--- src/rtl/div_seq_if.sv ---
// div_seq_if -- request/response bundle for the sequential divider.
//   start  : request strobe, taken only while busy is low
//   op     : 00 DIV, 01 DIVU, 10 REM, 11 REMU
//   a, b   : dividend / divisor, captured when start is taken
//   busy   : operation in progress
//   done   : one-cycle pulse, result valid in that cycle
//   result : registered quotient or remainder, held until the next done
interface div_seq_if #(
    parameter int WIDTH = 32
);
    logic             start;
    logic [1:0]       op;
    logic [WIDTH-1:0] a;
    logic [WIDTH-1:0] b;
    logic             busy;
    logic             done;
    logic [WIDTH-1:0] result;

    modport master (output start, op, a, b, input busy, done, result);
    modport slave  (input start, op, a, b, output busy, done, result);
endinterface

--- src/rtl/div_seq.sv ---
// div_seq -- restoring sequential divider, one quotient bit per cycle.
//   clk   : rising-edge clock
//   rst_n : asynchronous active-low reset, aborts any operation in flight
//   bus   : div_seq_if slave (start/op/a/b in, busy/done/result out)
// Fixed latency of WIDTH+1 cycles: WIDTH CALC iterations plus one FIN
// cycle for sign correction. busy is decoded from the FSM state, so it
// drops on the same edge that raises done and a start in the done cycle
// is taken immediately.
module div_seq #(
    parameter int WIDTH = 32
) (
    input  logic    clk,
    input  logic    rst_n,
    div_seq_if.slave bus
);
    localparam int CW = $clog2(WIDTH);

    typedef enum logic [1:0] {IDLE, CALC, FIN} state_t;

    state_t           state_q, state_d;
    logic [CW-1:0]    cnt_q, cnt_d;
    logic [WIDTH-1:0] rem_q, rem_d;
    logic [WIDTH-1:0] quo_q, quo_d;      // dividend shifts out, quotient shifts in
    logic [WIDTH-1:0] dvs_q, dvs_d;      // divisor magnitude
    logic             neg_quo_q, neg_quo_d;
    logic             neg_rem_q, neg_rem_d;
    logic             is_rem_q, is_rem_d;
    logic [WIDTH-1:0] result_q, result_d;
    logic             done_q, done_d;

    logic             sgn;
    logic [WIDTH-1:0] a_mag, b_mag;
    logic [WIDTH:0]   shifted;
    logic [WIDTH+1:0] trial;             // (WIDTH+1)-bit subtract plus borrow bit

    always_comb begin
        sgn     = ~bus.op[0];
        // Most-negative input negates to itself, which is exactly its
        // unsigned magnitude 2^(WIDTH-1).
        a_mag   = (sgn && bus.a[WIDTH-1]) ? -bus.a : bus.a;
        b_mag   = (sgn && bus.b[WIDTH-1]) ? -bus.b : bus.b;
        shifted = {rem_q, quo_q[WIDTH-1]};
        trial   = {1'b0, shifted} - {2'b00, dvs_q};

        state_d   = state_q;
        cnt_d     = cnt_q;
        rem_d     = rem_q;
        quo_d     = quo_q;
        dvs_d     = dvs_q;
        neg_quo_d = neg_quo_q;
        neg_rem_d = neg_rem_q;
        is_rem_d  = is_rem_q;
        result_d  = result_q;
        done_d    = 1'b0;

        case (state_q)
            IDLE: begin
                if (bus.start) begin
                    state_d   = CALC;
                    cnt_d     = '0;
                    rem_d     = '0;
                    quo_d     = a_mag;
                    dvs_d     = b_mag;
                    // A zero divisor yields an all-ones magnitude quotient;
                    // suppressing negation keeps DIV by zero at all ones.
                    // The remainder path needs no special case: it returns a.
                    neg_quo_d = sgn & (bus.a[WIDTH-1] ^ bus.b[WIDTH-1]) & (|bus.b);
                    neg_rem_d = sgn & bus.a[WIDTH-1];
                    is_rem_d  = bus.op[1];
                end
            end
            CALC: begin
                if (trial[WIDTH+1]) begin
                    rem_d = shifted[WIDTH-1:0];
                    quo_d = {quo_q[WIDTH-2:0], 1'b0};
                end else begin
                    rem_d = trial[WIDTH-1:0];
                    quo_d = {quo_q[WIDTH-2:0], 1'b1};
                end
                cnt_d = cnt_q + 1'b1;
                if (cnt_q == CW'(WIDTH-1))
                    state_d = FIN;
            end
            FIN: begin
                if (is_rem_q)
                    result_d = neg_rem_q ? -rem_q : rem_q;
                else
                    result_d = neg_quo_q ? -quo_q : quo_q;
                done_d  = 1'b1;
                state_d = IDLE;
            end
            default: state_d = IDLE;
        endcase
    end

    always_ff @(posedge clk or negedge rst_n) begin
        if (!rst_n) begin
            state_q   <= IDLE;
            cnt_q     <= '0;
            rem_q     <= '0;
            quo_q     <= '0;
            dvs_q     <= '0;
            neg_quo_q <= 1'b0;
            neg_rem_q <= 1'b0;
            is_rem_q  <= 1'b0;
            result_q  <= '0;
            done_q    <= 1'b0;
        end else begin
            state_q   <= state_d;
            cnt_q     <= cnt_d;
            rem_q     <= rem_d;
            quo_q     <= quo_d;
            dvs_q     <= dvs_d;
            neg_quo_q <= neg_quo_d;
            neg_rem_q <= neg_rem_d;
            is_rem_q  <= is_rem_d;
            result_q  <= result_d;
            done_q    <= done_d;
        end
    end

    assign bus.busy   = (state_q != IDLE);
    assign bus.done   = done_q;
    assign bus.result = result_q;
endmodule

--- src/flat_wrapper.sv ---
// flat-port wrapper written by rule: the top's interface ports become plain ports
module div_seq_flat 
#(
    parameter int WIDTH = 32
)
  (clk, rst_n, bus_start, bus_op, bus_a, bus_b, bus_busy, bus_done, bus_result);
  div_seq_if #(.WIDTH(WIDTH)) bus_i ();
  input  logic clk;
  input  logic rst_n;
  input wire logic [$bits(bus_i.start)-1:0] bus_start;
  input wire logic [$bits(bus_i.op)-1:0] bus_op;
  input wire logic [$bits(bus_i.a)-1:0] bus_a;
  input wire logic [$bits(bus_i.b)-1:0] bus_b;
  output wire logic [$bits(bus_i.busy)-1:0] bus_busy;
  output wire logic [$bits(bus_i.done)-1:0] bus_done;
  output wire logic [$bits(bus_i.result)-1:0] bus_result;
  assign bus_i.start = bus_start;
  assign bus_i.op = bus_op;
  assign bus_i.a = bus_a;
  assign bus_i.b = bus_b;
  assign bus_busy = bus_i.busy;
  assign bus_done = bus_i.done;
  assign bus_result = bus_i.result;
  div_seq #(.WIDTH(WIDTH)) u_core (.clk(clk), .rst_n(rst_n), .bus(bus_i));
endmodule
--- config.mk ---
export PLATFORM = sky130hd
export DESIGN_NAME = div_seq_flat
export DESIGN_NICKNAME = d
export VERILOG_FILES = /design/src/rtl/div_seq_if.sv /design/src/rtl/div_seq.sv /design/src/flat_wrapper.sv
export SDC_FILE = /design/constraint.sdc
export NUM_CORES = 1
export LEC_CHECK = 0
export CORE_MARGIN = 10
export CORE_UTILIZATION = 25
export CTS_CLUSTER_SIZE = 16
export DETAILED_ROUTE_END_ITERATION = 8
export MAX_ROUTING_LAYER = met4
export REMOVE_ABC_BUFFERS = 1
export SLEW_MARGIN = 20
export SYNTH_ARGS = -nofsm -noshare
export SYNTH_HDL_FRONTEND = slang
export SYNTH_SLANG_ARGS = --single-unit
--- constraint.sdc ---
create_clock -name clk -period 4.05 [get_ports clk]
set_clock_uncertainty 0.05 [all_clocks]
set_input_delay 0.81 -clock clk [delete_from_list [all_inputs] [get_ports clk]]
set_output_delay 0.81 -clock clk [all_outputs]
set_load 0.05 [all_outputs]
==> results of run 1 <==
-- metrics by stage --
step | power (uW) | hold slack (ns) | util [%]
floorplan | 7430 | 0.399 | -
global placement | 9120 | 0.413 | 29.3
detailed placement | 9220 | 0.422 | 29.3
CTS | 11000 | 0.334 | 31.0
global route | 12100 | 0.356 | 31.0
finish | 11000 | 0.316 | 31.0
-- cells in the mapped netlist, types with 4 or more instances --
master | number | area share, %
sky130_fd_sc_hd__nand3b_1 | 4 | 0.30
sky130_fd_sc_hd__nor2_1 | 87 | 3.2
sky130_fd_sc_hd__nand4_1 | 5 | 0.31
sky130_fd_sc_hd__nor3_1 | 26 | 1.3
sky130_fd_sc_hd__o41ai_1 | 15 | 1.3
sky130_fd_sc_hd__dfrtp_1 | 139 | 35
sky130_fd_sc_hd__nor2b_1 | 14 | 0.87
sky130_fd_sc_hd__inv_1 | 51 | 1.9
sky130_fd_sc_hd__and3_1 | 13 | 0.81
sky130_fd_sc_hd__buf_1 | 8 | 0.30
sky130_fd_sc_hd__xnor2_1 | 84 | 7.3
sky130_fd_sc_hd__a31oi_1 | 5 | 0.31
sky130_fd_sc_hd__nor3b_1 | 4 | 0.30
sky130_fd_sc_hd__and2_1 | 6 | 0.37
sky130_fd_sc_hd__or3_1 | 13 | 0.81
sky130_fd_sc_hd__nor4_1 | 9 | 0.56
sky130_fd_sc_hd__nand2_1 | 139 | 5.2
sky130_fd_sc_hd__o31ai_1 | 20 | 1.5
sky130_fd_sc_hd__ha_1 | 38 | 4.7
sky130_fd_sc_hd__xor2_1 | 57 | 5.0
sky130_fd_sc_hd__o21ai_0 | 196 | 9.7
sky130_fd_sc_hd__a22oi_1 | 32 | 2.4
sky130_fd_sc_hd__nand2b_1 | 16 | 0.99
sky130_fd_sc_hd__o211ai_1 | 5 | 0.37
sky130_fd_sc_hd__a21oi_1 | 109 | 5.4
sky130_fd_sc_hd__or4_1 | 9 | 0.67
sky130_fd_sc_hd__nand3_1 | 29 | 1.4
sky130_fd_sc_hd__mux2i_1 | 8 | 0.80
sky130_fd_sc_hd__a21o_1 | 11 | 0.82
sky130_fd_sc_hd__clkbuf_1 | 61 | 2.3
-- power groups by stage --
stage	Combinational, uW	Clock, uW	Sequential, uW
final	6430	1770	2770
after global routing	7350	1870	2850
after CTS	6480	1800	2760
after detailed placement	6440	0	2780
after global placement	6360	0	2760
after floorplan	4730	0	2700
-- registers in the layout, summed over array words and instances (netlist names) --
name and flops:
u_core.rem_q 32, u_core.bus.done 1, u_core.neg_quo_q 1, u_core.neg_rem_q 1
u_core.bus.result 32, u_core.dvs_q 32, u_core.quo_q 32, u_core.cnt_q 5
u_core.state_q 2, u_core.is_rem_q 1
-- logic make-up after synthesis --
group | after synthesis | share of synthesized area [%]
AO/OA/AOI/OAI | 426 | 24.6
XOR/XNOR | 141 | 12.3
AND/OR/NAND/NOR | 386 | 18.3
flip-flops | 139 | 34.5
adder cells (fa/ha/maj) | 39 | 4.92
multiplexers | 8 | 0.795
buffers and inverters | 122 | 4.60
-- area by class of cell --
class | instances | area [um2] | share of cell area (%)
Inverter | 51 | 191 | 1.55
Sequential cell | 139 | 3480 | 28.2
Timing Repair Buffer | 124 | 1200 | 9.72
Clock buffer | 20 | 467 | 3.78
Antenna cell | 1 | 2.50 | 0.0203
Clock inverter | 11 | 190 | 1.54
Multi-Input combinational cell | 1000 | 6160 | 49.9
Tap cell | 525 | 657 | 5.32
-- layer usage --
| metal | wire length [um] | part of all wire (%) |
|---|---|---|
| met5 | 0 | 0 |
| met4 | 475 | 1.6 |
| met3 | 1170 | 3.9 |
| met2 | 15500 | 51 |
| met1 | 13200 | 43 |
-- worst max-delay path by stage --
| stage | end | slack, ns | cells past startpoint |
|---|---|---|---|
| 2_1_floorplan | u_core.rem_q[31] | 0.48 | 11 |
| 3_3_place_gp | u_core.quo_q[28] | 0.20 | 10 |
| 6_report | u_core.bus.result[31] | 0.43 | 10 |
| 5_1_grt | u_core.bus.result[31] | 0.32 | 10 |
| 3_5_place_dp | u_core.quo_q[28] | 0.20 | 10 |
| 4_1_cts | u_core.bus.result[31] | 0.41 | 10 |
==> flow_metrics.tcl, run 1 <==
set metrics [dict create \
    regToRegEndpoint "u_core.bus.result[31]" \
    clock_sinks 139 \
    die_span_y_um 221 \
    grt_max_degree 65 \
    fillerInstances 4276 \
    ir_drop_mv 0.524 \
    core-area_mm2 0.0398 \
    nNetsFinal 1441 \
    gp_routability_congestion 0.840 \
    route.detailed.drc 0 \
    post-cts-setup-buffers 0 \
    slew_headroom_pct 27.9 \
    dp_hpwl_um 23100 \
    async_reset_ff_share_pct 100 \
    drtAntennaViolNets 0 \
    syn_avg_cell_area_um2 7.99 \
    pwr-share-clk_pct 16.1 \
    setup.worst_path.start "u_core.quo_q[8]" \
    place.port_buffers 102 \
    post_cts_resized 0 \
    crit_family "simple AND/OR/NAND/NOR gates" \
    grt_util_met1_pct 15.3 \
    worstPathMaxFanout 5 \
    avgRoutedWirePerCell_um 16.2 \
    fp.dieArea_mm2 0.0487 \
    netlist_area_mm2 0.0101 \
    yosysUniqueCellTypes 57 \
    syn_to_final_growth_pct 22.6 \
    cts_max_path_buffers 2 \
    synth_seq_area_share_pct 34.5 \
    clock_tree.htree_level_count 4 \
    timing_hold_violations_final 0 \
    setup.worst_path.end_class "flop" \
    totalNegativeSetupSlack_ns 0 \
    detail_route.iter0.violations 631 \
    yosys_warnings 0 \
    chipWidth_um 221 \
    worst-r2r-cell-count 10 \
    placedCellCount 1839 \
    synth-edff-count 0 \
    grt_overflow_total 0 \
    reg2reg_setup_slack_ns 0.43 \
    leakagePower_uw 0.00493 \
    switching_power_uw 5150 \
    design.portCount 103 \
    grtUsageTotal_pct 12.9 \
    timing.critical_path.slowest_cell_delay_ns 0.58 \
    initial_utilization_pct 25.3 \
    cellPowerDensity_mw_per_mm2 889 \
    root_buffer "sky130_fd_sc_hd__clkbuf_16" \
    instances_no_fill 1871 \
    critical_path.startpoint_type "flop" \
    postLayoutSetupSlackWorst_ns 0.435 \
    std_cell_rows 73 \
    tritoncts "yes" \
    power_report.internal_total_uw 5820 \
    layout.cells.most_common_list "sky130_fd_sc_hd__o21ai_0, sky130_fd_sc_hd__dfrtp_1, sky130_fd_sc_hd__nand2_1" \
    sequentialPowerShare_pct 25.2 \
    timing.setup.critical_path_class "flop to flop" \
    cts_inserted_buffers 17 \
    cp_cell_sequence "or4_4 -> or4_4 -> or3_4 -> or3_4 -> or3_4 -> o31ai_4 -> xnor2_1 -> nor2_1 -> a211oi_1 -> nor2_1" \
    grt_pass1_wl_um 48700 \
    power.switching_fraction_pct 46.9 \
    drv_slew 0 \
    grt-busiest-layer "met2" \
    grt_setup_unrepaired "no" \
    slowest_stage "sky130_fd_sc_hd__or4_4" \
    globalRouteMet3Util_pct 2.80 \
    dr_total_vias 9232 \
    worst_path_most_repeated_cell "sky130_fd_sc_hd__or3_4" \
    clk_pin_slew_ns 0.06 \
    most_frequent_standard_cell_in_the_layout_excluding_fill_and_tap_cells "sky130_fd_sc_hd__o21ai_0" \
    final_min_period_over_clock_period_pct 89.3 \
    cp.required_ns 4.30 \
    maxCapViolations 0 \
    max_clock_freq_mhz 277 \
    reg2reg_from "u_core.quo_q[8]" \
    via_per_inst 4.93 \
    synthFlopType "sky130_fd_sc_hd__dfrtp_1" \
    antenna_found_initial 1 \
    final.min_clock_period_ns 3.62 \
    hold_buffer_count_at_cts 0 \
    final_wirelength_um 30400 \
    detail_route.first_pass.iterations 5 \
    report.final.setup_viol 0 \
    grt_util_met2_pct 21.8 \
    number_of_global_route_vias_before_repair 8980 \
    post_dp_cell_area_mm2 0.0117 \
    post_synth_inst_count 1261 \
    timing.critical_path.arrival_ns 3.86 \
    result_of_the_run "finished, final reports clean" \
    hold_class "primary input to async pin" \
    pre_cts_slack_ns 0.199 \
    synth_seq_cells 139 \
    comb_pwr_share_pct 58.6 \
    final_layout_size_suffix_gt1_share_pct 5.13 \
    timing.critical_path.buf_inv 0 \
    final_design_area_no_fill_mm2 0.0123 \
    worstSkewPairLatency_ns 0.42 \
    worst_pin_slew_ns 1.08 \
]
No activity file was read; power rests on OpenSTA's default activity.
==> run 2: changes to the inputs <==
--- a/config.mk
+++ b/config.mk
@@ -11,7 +11,6 @@
 export DETAILED_ROUTE_END_ITERATION = 8
 export MAX_ROUTING_LAYER = met4
 export REMOVE_ABC_BUFFERS = 1
-export SLEW_MARGIN = 20
 export SYNTH_ARGS = -nofsm -noshare
 export SYNTH_HDL_FRONTEND = slang
 export SYNTH_SLANG_ARGS = --single-unit
==> run 2 against run 1 <==
Register-to-register slack about the same. Sequential cell count unchanged. Critical path depth unchanged. Routed wire length up 0.24%.
==> flow_metrics.tcl, run 2 (synthesis results as in run 1) <==
set metrics [dict create \
    result_of_the_run "finished, final reports clean" \
    hold_class "primary input to async pin" \
    design.portCount 103 \
    avgRoutedWirePerCell_um 16.3 \
    grt_util_met1_pct 15.3 \
    gp_routability_congestion 0.840 \
    totalNegativeSetupSlack_ns 0 \
    grt_overflow_total 0 \
    initial_utilization_pct 25.3 \
    instances_no_fill 1871 \
    grt-busiest-layer "met2" \
    via_per_inst 4.93 \
    ir_drop_mv 0.526 \
    worst-r2r-cell-count 10 \
    route.detailed.drc 0 \
    detail_route.iter0.violations 652 \
    cts_inserted_buffers 17 \
    dp_hpwl_um 23100 \
    post_cts_resized 0 \
    drv_slew 0 \
    fp.dieArea_mm2 0.0487 \
    std_cell_rows 73 \
    max_clock_freq_mhz 276 \
    grt_pass1_wl_um 48700 \
    report.final.setup_viol 0 \
    leakagePower_uw 0.00492 \
    cellPowerDensity_mw_per_mm2 890 \
    number_of_global_route_vias_before_repair 8980 \
    place.port_buffers 102 \
    power_report.internal_total_uw 5820 \
    final.min_clock_period_ns 3.62 \
    grt_setup_unrepaired "no" \
    reg2reg_from "u_core.quo_q[8]" \
    switching_power_uw 5160 \
    setup.worst_path.end_class "flop" \
    critical_path.startpoint_type "flop" \
    globalRouteMet3Util_pct 2.80 \
    clock_tree.htree_level_count 4 \
    cts_max_path_buffers 2 \
    grt_max_degree 65 \
    sequentialPowerShare_pct 25.2 \
    layout.cells.most_common_list "sky130_fd_sc_hd__o21ai_0, sky130_fd_sc_hd__dfrtp_1, sky130_fd_sc_hd__nand2_1" \
    grt_util_met2_pct 21.8 \
    fillerInstances 4277 \
    worstPathMaxFanout 5 \
    final_min_period_over_clock_period_pct 89.5 \
    post-cts-setup-buffers 0 \
    grtUsageTotal_pct 12.9 \
    power.switching_fraction_pct 47.0 \
    worstSkewPairLatency_ns 0.42 \
    root_buffer "sky130_fd_sc_hd__clkbuf_16" \
    worst_pin_slew_ns 1.10 \
    cp.required_ns 4.30 \
    reg2reg_setup_slack_ns 0.43 \
    clk_pin_slew_ns 0.06 \
    nNetsFinal 1441 \
    comb_pwr_share_pct 58.7 \
    final_wirelength_um 30400 \
    tritoncts "yes" \
    final_layout_size_suffix_gt1_share_pct 5.13 \
    core-area_mm2 0.0398 \
    dr_total_vias 9230 \
    timing.setup.critical_path_class "flop to flop" \
    post-layout-total-power_uw 11000 \
    slew_headroom_pct 26.5 \
    clock_sinks 139 \
    syn_to_final_growth_pct 22.5 \
    pwr-share-clk_pct 16.1 \
    die_span_y_um 221 \
    timing_hold_violations_final 0 \
    maxCapViolations 0 \
    detail_route.first_pass.iterations 5 \
    most_frequent_standard_cell_in_the_layout_excluding_fill_and_tap_cells "sky130_fd_sc_hd__o21ai_0" \
    hold_buffer_count_at_cts 0 \
    placedCellCount 1839 \
    regToRegEndpoint "u_core.bus.result[31]" \
    drtAntennaViolNets 0 \
    antenna_found_initial 1 \
    timing.critical_path.arrival_ns 3.87 \
    chipWidth_um 221 \
]
[run 2: power by group through the flow]
stage | registers [uW] | logic [uW] | clock network, uW
2_1_floorplan | 2700 | 4730 | 0
3_3_place_gp | 2760 | 6360 | 0
3_5_place_dp | 2780 | 6440 | 0
4_1_cts | 2760 | 6480 | 1800
5_1_grt | 2850 | 7350 | 1870
6_report | 2770 | 6440 | 1770
[run 2: how the worst max path moves through the flow]
| stage | slack [ns] | endpoint | startpoint |
|---|---|---|---|
| 5_1_grt | 0.31 | u_core.bus.result[31] | u_core.quo_q[8] |
| 6_report | 0.43 | u_core.bus.result[31] | u_core.quo_q[8] |
| 2_1_floorplan | 0.48 | u_core.rem_q[31] | u_core.rem_q[3] |
| 4_1_cts | 0.41 | u_core.bus.result[31] | u_core.quo_q[8] |
| 3_3_place_gp | 0.20 | u_core.quo_q[28] | bus_a[2] |
| 3_5_place_dp | 0.20 | u_core.quo_q[28] | bus_a[2] |
[run 2: critical path, cell delays in order, from the launching register on]
cell and delay (ns):
sky130_fd_sc_hd__dfrtp_1 0.43, sky130_fd_sc_hd__or4_4 0.58, sky130_fd_sc_hd__or4_4 0.44, sky130_fd_sc_hd__or3_4 0.36, sky130_fd_sc_hd__or3_4 0.41, sky130_fd_sc_hd__or3_4 0.42, sky130_fd_sc_hd__o31ai_4 0.26, sky130_fd_sc_hd__xnor2_1 0.17
sky130_fd_sc_hd__nor2_1 0.06, sky130_fd_sc_hd__a211oi_1 0.24, sky130_fd_sc_hd__nor2_1 0.09
[run 2: layout make-up]
cell class | instances | area, um2 | area share, %
sequential | 139 | 3480 | 28.2
clock buffer | 20 | 467 | 3.78
tap | 525 | 657 | 5.32
multi-input combinational | 1000 | 6150 | 49.9
timing repair buffer | 124 | 1200 | 9.73
inverter | 51 | 191 | 1.55
antenna | 1 | 2.50 | 0.0203
clock inverter | 11 | 190 | 1.54
[run 2: through the flow]
stage / hold WS, ns / area, um2 / utilization [%] / worst slack, ns
after floorplan: 0.399 / 9800 / - / 0.476
final: 0.315 / 12300 / 31.0 / 0.425
after CTS: 0.334 / 12300 / 31.0 / 0.412
after global placement: 0.413 / 11700 / 29.3 / 0.198
after detailed placement: 0.422 / 11700 / 29.3 / 0.199
after global routing: 0.356 / 12300 / 31.0 / 0.307
[run 2: routing by layer]
metal	up-vias	part of all wire [%]
met5	-	0
met3	38	4.1
met2	157	51
met4	0	1.6
li1	4605	-
met1	4430	43
